`src/rtl/deco_binario_to_sseg.sv`:
```
// Purpose: hex nibble to seven-segment glyph decoder with a registered segment drive.
// Latency: 1 cycle from bin/blank sampled to sseg.
// Backpressure: none; a new nibble is accepted every cycle.
module deco_binario_to_sseg #(
    parameter bit ACTIVE_LOW = 1'b1   // 1: lit segment = 0 (common anode), 0: lit segment = 1
) (
    input  logic       clk,
    input  logic       reset,
    input  logic [3:0] bin,
    input  logic       blank,
    output logic [6:0] sseg           // {g,f,e,d,c,b,a}
);

    // All segments dark in the polarity this build drives.
    localparam logic [6:0] SEG_OFF = ACTIVE_LOW ? 7'h7F : 7'h00;

    logic [6:0] glyph_al;   // glyph in active-low form (0 = segment lit)
    logic [6:0] sseg_d;
    logic [6:0] sseg_q;

    // Glyph lookup for all 16 codes; b and d are lowercase so they differ from 8 and 0.
    always_comb begin
        glyph_al = 7'h7F;
        case (bin)
            4'h0: glyph_al = 7'h40;
            4'h1: glyph_al = 7'h79;
            4'h2: glyph_al = 7'h24;
            4'h3: glyph_al = 7'h30;
            4'h4: glyph_al = 7'h19;
            4'h5: glyph_al = 7'h12;
            4'h6: glyph_al = 7'h02;
            4'h7: glyph_al = 7'h78;
            4'h8: glyph_al = 7'h00;
            4'h9: glyph_al = 7'h10;
            4'hA: glyph_al = 7'h08;
            4'hB: glyph_al = 7'h03;
            4'hC: glyph_al = 7'h46;
            4'hD: glyph_al = 7'h21;
            4'hE: glyph_al = 7'h06;
            4'hF: glyph_al = 7'h0E;
            default: glyph_al = 7'h7F;
        endcase
    end

    // Apply blanking and output polarity ahead of the register.
    always_comb begin
        sseg_d = SEG_OFF;
        if (!blank) begin
            sseg_d = ACTIVE_LOW ? glyph_al : ~glyph_al;
        end
    end

    // Output register: the display sees only clean, registered levels; reset wins over everything.
    always_ff @(posedge clk) begin
        if (reset) begin
            sseg_q <= SEG_OFF;
        end else begin
            sseg_q <= sseg_d;
        end
    end

    assign sseg = sseg_q;

endmodule

```
`config.mk`:
```
export PLATFORM = sky130hd
export DESIGN_NAME = deco_binario_to_sseg
export DESIGN_NICKNAME = d
export VERILOG_FILES = /design/src/rtl/deco_binario_to_sseg.sv
export SDC_FILE = /design/constraint.sdc
export NUM_CORES = 1
export LEC_CHECK = 0
export CAP_MARGIN = 20
export CELL_PAD_IN_SITES_DETAIL_PLACEMENT = 1
export CELL_PAD_IN_SITES_GLOBAL_PLACEMENT = 1
export CORE_MARGIN = 2
export CORE_UTILIZATION = 32
export CTS_CLUSTER_DIAMETER = 100
export CTS_CLUSTER_SIZE = 14
export DETAILED_ROUTE_END_ITERATION = 12
export PLACE_DENSITY = 0.83
export SLEW_MARGIN = 20
export SYNTH_ARGS = -nofsm -noshare
export SYNTH_HDL_FRONTEND = slang
export SYNTH_SLANG_ARGS = --single-unit
```
`constraint.sdc`:
```
create_clock -name clk -period 1.44 [get_ports clk]
set_input_delay 0.288 -clock clk [delete_from_list [all_inputs] [get_ports clk]]
set_output_delay 0.288 -clock clk [all_outputs]
set_load 0.005 [all_outputs]
```
* Word-level counts from Yosys, hierarchy flattened *
Memory sizes are Yosys's and may differ from the RTL's. A register that Yosys moved wholly into a read port is not among the register bits.
Index checks and enable logic that the tools add are counted.

storage, ports and cells
  input bits = 7
  bits in registers = 0
  logic and storage cells = 2
  output and inout bits = 7
  memories = 1
  bits in read-only memories = 112

cells by class
  reductions and logical operators = 1

memory list
  name              words  bits a word  read ports  clocked after Yosys merged registers in  wr ports  line  text
  (name not given)  16     7            1           1                                        0         24    case (bin)

operators with widths
  operator            number
  2-bit OR reduction  1

* Depth between registers and ports, before layout *
Gate-level depths: netlist of the first run.

  depth after elaboration = 1
  depth in mapped cells = 4
  depth with buffers taken out = 4

* Least setup slack after synthesis of the first run *
OpenSTA, ideal clock, no wires.

  path type = input to register
  start = input bin[1]
  end = register sseg_q[1] (netlist: sseg[1])
  path buffers = 0
  cell stages on the path = 4
  data arrival time = 1.209 ns
  path slack = 0.109 ns
  path through = inv_1 > ha_1 > or2_2 > a311o_1

RTL lines
  element             line  text
  start: declaration  9     input logic [3:0] bin,
  end: declaration    19    logic [6:0] sseg_q;

* Worst setup path in the final report of the first run *
  start = register sseg_q[5] (netlist: sseg[5])
  end = output sseg[5]

RTL lines
  element           line  text
  end: declaration  11    output logic [6:0] sseg

No word-level cell between the ends.

==> results.cfg, run 1 <==
[critical_path]
critical_path_required_ns = 1.15
cpPeakStageDelay_ns = 0.50
critPathBufInv = 1
endpoint_kind = output pin
cp_top_family = buffers and inverters
setup.worst_path.class = reg -> out
cpMaxStageDelayCell = clkdlybuf4s50_1
crit_chain = clkdlybuf4s50_1
arrival_ns = 1.08
crit_path_start_kind = flop
cp_max_fo = 1
crit_cells = 1

[sta]
finalHoldViolCount = 0
worst_slack_ns = 0.06736
fmax_mhz = 728.5
timing.final.crit_share_pct = 95.32
finalSetupViolCount = 0
slew_headroom_pct = 79.75
rsz0062_at_grt = false
worstMarginPinSlew_ns = 0.3028
layout_min_cycle_time_ns = 1.373
slew_viol_final = 0

[final_layout]
syn2layout_area_growth_pct = 62.08
nFillCells = 156
final_area_um2 = 721.9
largest_reg_flops = 7
nNetsFinal = 88
regArea_um2 = 140.1
final_core_util_pct = 55.48
multi_input_area_um2 = 286.5
diodes = 0
post_route_cells_drive_above_1_share_pct = 35.62

[synthesis]
ys_ff_latch = 7
ys_warn_count = 0
syn_area_um2 = 445.4
avgSynthCellArea_um2 = 10.36
syn-num-nets = 57
synthCells = 43
netlist-cell-type-count = 22
yosysSeqAreaShare_pct = 31.46

[route]
first_iter_violations = 6
totalWireLength_um = 1265
drc = 0
vias_per_cell = 4.977
via_count = 438
ant_nets = 0
firstDrtPassIters = 4
route.detailed.wl_per_inst_um = 14.38

[run_status]
status = finished, final reports clean

[clock_tree]
cts_buffers = 3
postCtsHoldBufs = 0
cts.sinks = 7
cts_buffer_depth = 2
clkTransAtPathRegs_ns = 0.06
cts_setup_buffers = 0
cts_max_level = 1
cts-root-buf = clkbuf_4
cts_tree = built

[grt]
grt_pass1_vias = 437
grt_antenna_before_repair = 0
grt_max_degree = 9
grt_overflow = 0
track_usage_pct = 19.12
grt_pass1_wl_um = 1966

[placed_design]
placed_cell_area_um2 = 690.7
preCtsSetupSlack_ns = -0.4423
numPortBuffers = 13
dp_hpwl_um = 1026
place.gp.congestion = 0.8376

[power]
finalPower_w = 0.0005478
p_leak_nw = 0.3432
vdd_ir_drop_max_uv = 368.3
powerDensity_nw_per_um2 = 758.8

[floorplanning]
core-area_um2 = 1301
dieArea_um2 = 1707
start_util_pct = 34.23
rows = 13
die_h_um = 41.31
num_io_pins = 14
die_w_um = 41.31

[hold_path]
hold_depth = 3
min_path_type = in -> reg

[job]
drv_cap = 0
## logic make-up (layout without fill, tap and decap cells)
| family | count (synthesis) | in the layout | synth area share [%] |
|---|---|---|---|
| AOI/OAI and AO/OA | 7 | 7 | 14.33 |
| adders and majority gates | 7 | 7 | 19.66 |
| buffers and inverters | 4 | 34 | 5.336 |
| DFF | 7 | 7 | 31.46 |
| muxes | 5 | 5 | 11.80 |
| and+or+nand+nor | 13 | 13 | 17.42 |
## timing repair
item	4_1_cts	5_1_grt
resized for setup	6	1
endpoints found under the hold margin	0	0
setup endpoints to repair	5	3
## per-layer routing
layer	track usage, %	vias up	wire, µm
li1	-	216	-
met1	18.85	208	502
met2	36.33	12	696
met3	6.383	2	51
met4	7.258	0	14
met5	0	-	0
## cell type report
type                    count  area share [%]
inverters                   2           1.040
multi-input cells          32           39.69
well taps                  15           2.600
repair buffers             28           33.62
flip-flops and latches      7           19.41
clock buffers               4           3.640
## cell usage after synthesis
cell      number  share of area [%]
a32oi_1        2                3.9
mux2_1         1                2.5
dfxtp_1        7                 31
or2_2          2                2.8
a211o_1        1                2.0
or3b_1         1                2.0
a221o_1        2                4.5
nor2_1         2                1.7
buf_6          1                2.5
nor3b_1        1                1.7
mux2i_1        3                6.7
inv_1          2                1.7
nor2b_2        1                2.0
nor3_1         2                2.2
nand2b_2       1                2.0
ha_1           7                 20
a311o_1        1                2.2
o211ai_1       1                1.7
nand2_1        2                1.7
mux2_2         1                2.5
and3_1         1                1.4
buf_2          1                1.1
## per-stage QoR
step                      hold slack, ns  TNS, ns  std cells
after floorplan                   0.4012        0         43
after global placement            0.9885   -2.106         84
after detailed placement          0.9925   -2.419         84
after CTS                         0.6303        0         88
after global routing              0.6569        0         88
final                             0.6071        0         88
## path summary, 6_finish.rpt
kind / startpoint / to / slack (ns)
max: sseg[5] / sseg[5] / 0.07
min: bin[3] / sseg[1] / 0.61
## cell usage in the layout (no fill, tap or decap), types with 2 or more instances in the layout
cell and n:
a221o_1 2, a32oi_1 2, buf_4 15, clkbuf_4 3
clkdlybuf4s50_1 10, dfxtp_1 7, dlygate4sd2_1 2, ha_1 6
inv_2 2, mux2i_1 3, nand2_1 2, nor2_1 2
nor3_1 2
## where the power goes
part	internal (W)	leakage, nW	switching [W]
sequential	0.000206	0.0581	0.00000311
combinational	0.0000877	0.270	0.0000579
clock	0.000107	0.0150	0.0000865
total	0.000400	0.343	0.000148
Note: power is estimated with default switching activity, not from simulation.
==> run 2, diff against run 1 <==
ABC_AREA = 1   (was not set)
CORE_UTILIZATION = 30   (was 32)
CTS_CLUSTER_DIAMETER = 120   (was 100)
==> run 2 against run 1 <==
Net effect:
- sequential share of layout area up 2.6 points
- synthesized cell count increased by 35%
- wire length down 25%
- synthesized area decreased by 2.2%
- sequential power about the same
- cell count increased by 6.8%
- highest routed layer unchanged
==> results.cfg, run 2 <==
[route]
vias_per_cell = 4.787
drc = 0
totalWireLength_um = 949
via_count = 450
firstDrtPassIters = 4
route.detailed.wl_per_inst_um = 10.10
ant_nets = 0
first_iter_violations = 11

[critical_path]
cp_top_family = buffers and inverters
critPathBufInv = 2
crit_path_start_kind = input pin
critical_path_required_ns = 1.56
endpoint_kind = flop
cp_common_cell = nand3_1
cp_max_fo = 5
crit_chain = clkdlybuf4s50_1 -> inv_1 -> ha_1 -> nand2_1 -> nand3_1 -> nand3_1
setup.worst_path.class = in -> reg
cpPeakStageDelay_ns = 0.52
arrival_ns = 1.45
cpMaxStageDelayCell = clkdlybuf4s50_1

[synthesis]
ys_warn_count = 0
ys_ff_latch = 7
synth_most_common_cell = nand3_1
synth_ff_type = dfxtp_1
synthTopCellsByArea = dfxtp_1 32%, nand3_1 21%, ha_1 20%
yosysTopAreaCell = dfxtp_1
synth_top_area_share_pct = 32.18
synth_edf_count = 0
netlist-cell-type-count = 11
syn-num-nets = 72
syn_area_um2 = 435.4
synthCells = 58
synth_common_cells = 18 x nand3_1, 14 x nand2_1, 7 x dfxtp_1, 7 x ha_1, 6 x inv_1
ys_async_sr_fraction_pct = 0
avgSynthCellArea_um2 = 7.507
yosysSeqAreaShare_pct = 32.18

[grt]
grt_overflow = 0
grt_antenna_before_repair = 0
grt_pass1_vias = 445
track_usage_pct = 13.00
grt_pass1_wl_um = 1780
grt_max_degree = 9

[clock_tree]
cts.sinks = 7
cts_buffer_depth = 2
cts-root-buf = clkbuf_4
clkTransAtPathRegs_ns = 0.05
cts_max_level = 1
cts_tree = built
cts_buffers = 3
postCtsHoldBufs = 0
cts_resized = 0
cts_setup_buffers = 0

[floorplanning]
core-area_um2 = 1334
die_h_um = 42.10
start_util_pct = 32.65
die_w_um = 42.10
dieArea_um2 = 1772
num_io_pins = 14
rows = 13

[final_layout]
post_route_cells_drive_above_1_share_pct = 15.19
largest_reg_flops = 7
regArea_um2 = 140.1
mostFrequentLayoutCell = nand3_1
final_cell_mix = 18 x nand3_1, 14 x nand2_1, 13 x clkdlybuf4s50_1
nNetsFinal = 94
final_core_util_pct = 47.75
nFillCells = 168
multi_input_area_um2 = 250.2
syn2layout_area_growth_pct = 46.26
diodes = 0

[sta]
hold_ws_ns = 0.6949
rsz0062_at_grt = false
slew_headroom_pct = 81.97
finalHoldViolCount = 0
slew_viol_final = 0
layout_min_cycle_time_ns = 1.327
worstMarginPinSlew_ns = 0.2702
finalSetupViolCount = 0
fmax_mhz = 753.6
timing.final.crit_share_pct = 92.15

[power]
finalPower_w = 0.0004945
p_leak_nw = 0.3021
vdd_ir_drop_max_uv = 224.6
powerDensity_nw_per_um2 = 776.4

[placed_design]
numPortBuffers = 13
place.gp.congestion = 0.8310
dp_hpwl_um = 829.6

[run_status]
status = finished, final reports clean

[job]
drv_cap = 0

[hold_path]
min_path_type = in -> reg
-- run 2: cell types whose count changed after synthesis, moves of 3 or more --
cell / delta
nand3_1: +18
nand2_1: +12
inv_1: +4
mux2i_1: -3
-- run 2: report_power, final --
part           internal, W  total (W)  switching [W]  leakage, nW
clock             0.000105   0.000166      0.0000609       0.0150
combinational    0.0000645   0.000120      0.0000555        0.229
sequential        0.000206   0.000209     0.00000271       0.0581
total             0.000375   0.000494       0.000119        0.302
-- run 2: area by class of cell --
| class | count | share of cell area, % |
|---|---|---|
| multi-input cells | 42 | 39.29 |
| flip-flops and latches | 7 | 22.00 |
| clock buffers | 4 | 4.126 |
| well taps | 15 | 2.947 |
| repair buffers | 19 | 27.50 |
| inverters | 7 | 4.126 |
-- run 2: final timing paths --
check	from	to	slack, ns	cells past startpoint
max	bin[1]	sseg[3]	0.11	6
min	reset	sseg[6]	0.69	3
-- run 2: logic make-up after synthesis --
kind of cell	share of synthesized area, %
adders and majority gates	20.11
DFF	32.18
and+or+nand+nor	34.20
buffers and inverters	10.34
AOI/OAI and AO/OA	3.160
-- run 2: metal layers --
layer	share of wire (%)	vias up	track usage [%]
met1	45	201	14.91
met2	48	15	22.19
met5	0	-	0
met4	1.4	0	7.500
li1	-	230	-
met3	5.1	4	2.586
-- run 2: tightest hold or removal path: cells and delay by family --
family        cells  cell delay [ns]
buf+inv           1             0.47
simple gates      2             0.14
-- run 2: stage by stage --
| step | setup slack [ns] | TNS [ns] | std cells | cell area (µm²) |
|---|---|---|---|---|
| 2_1_floorplan | 0.5015 | 0 | 58 | 435.4 |
| 3_3_place_gp | -0.1236 | -0.3266 | 90 | 610.6 |
| 3_5_place_dp | -0.1509 | -0.5017 | 90 | 610.6 |
| 4_1_cts | 0.1026 | 0 | 94 | 636.9 |
| 5_1_grt | 0.01951 | 0 | 94 | 636.9 |
| 6_report | 0.1131 | 0 | 94 | 636.9 |
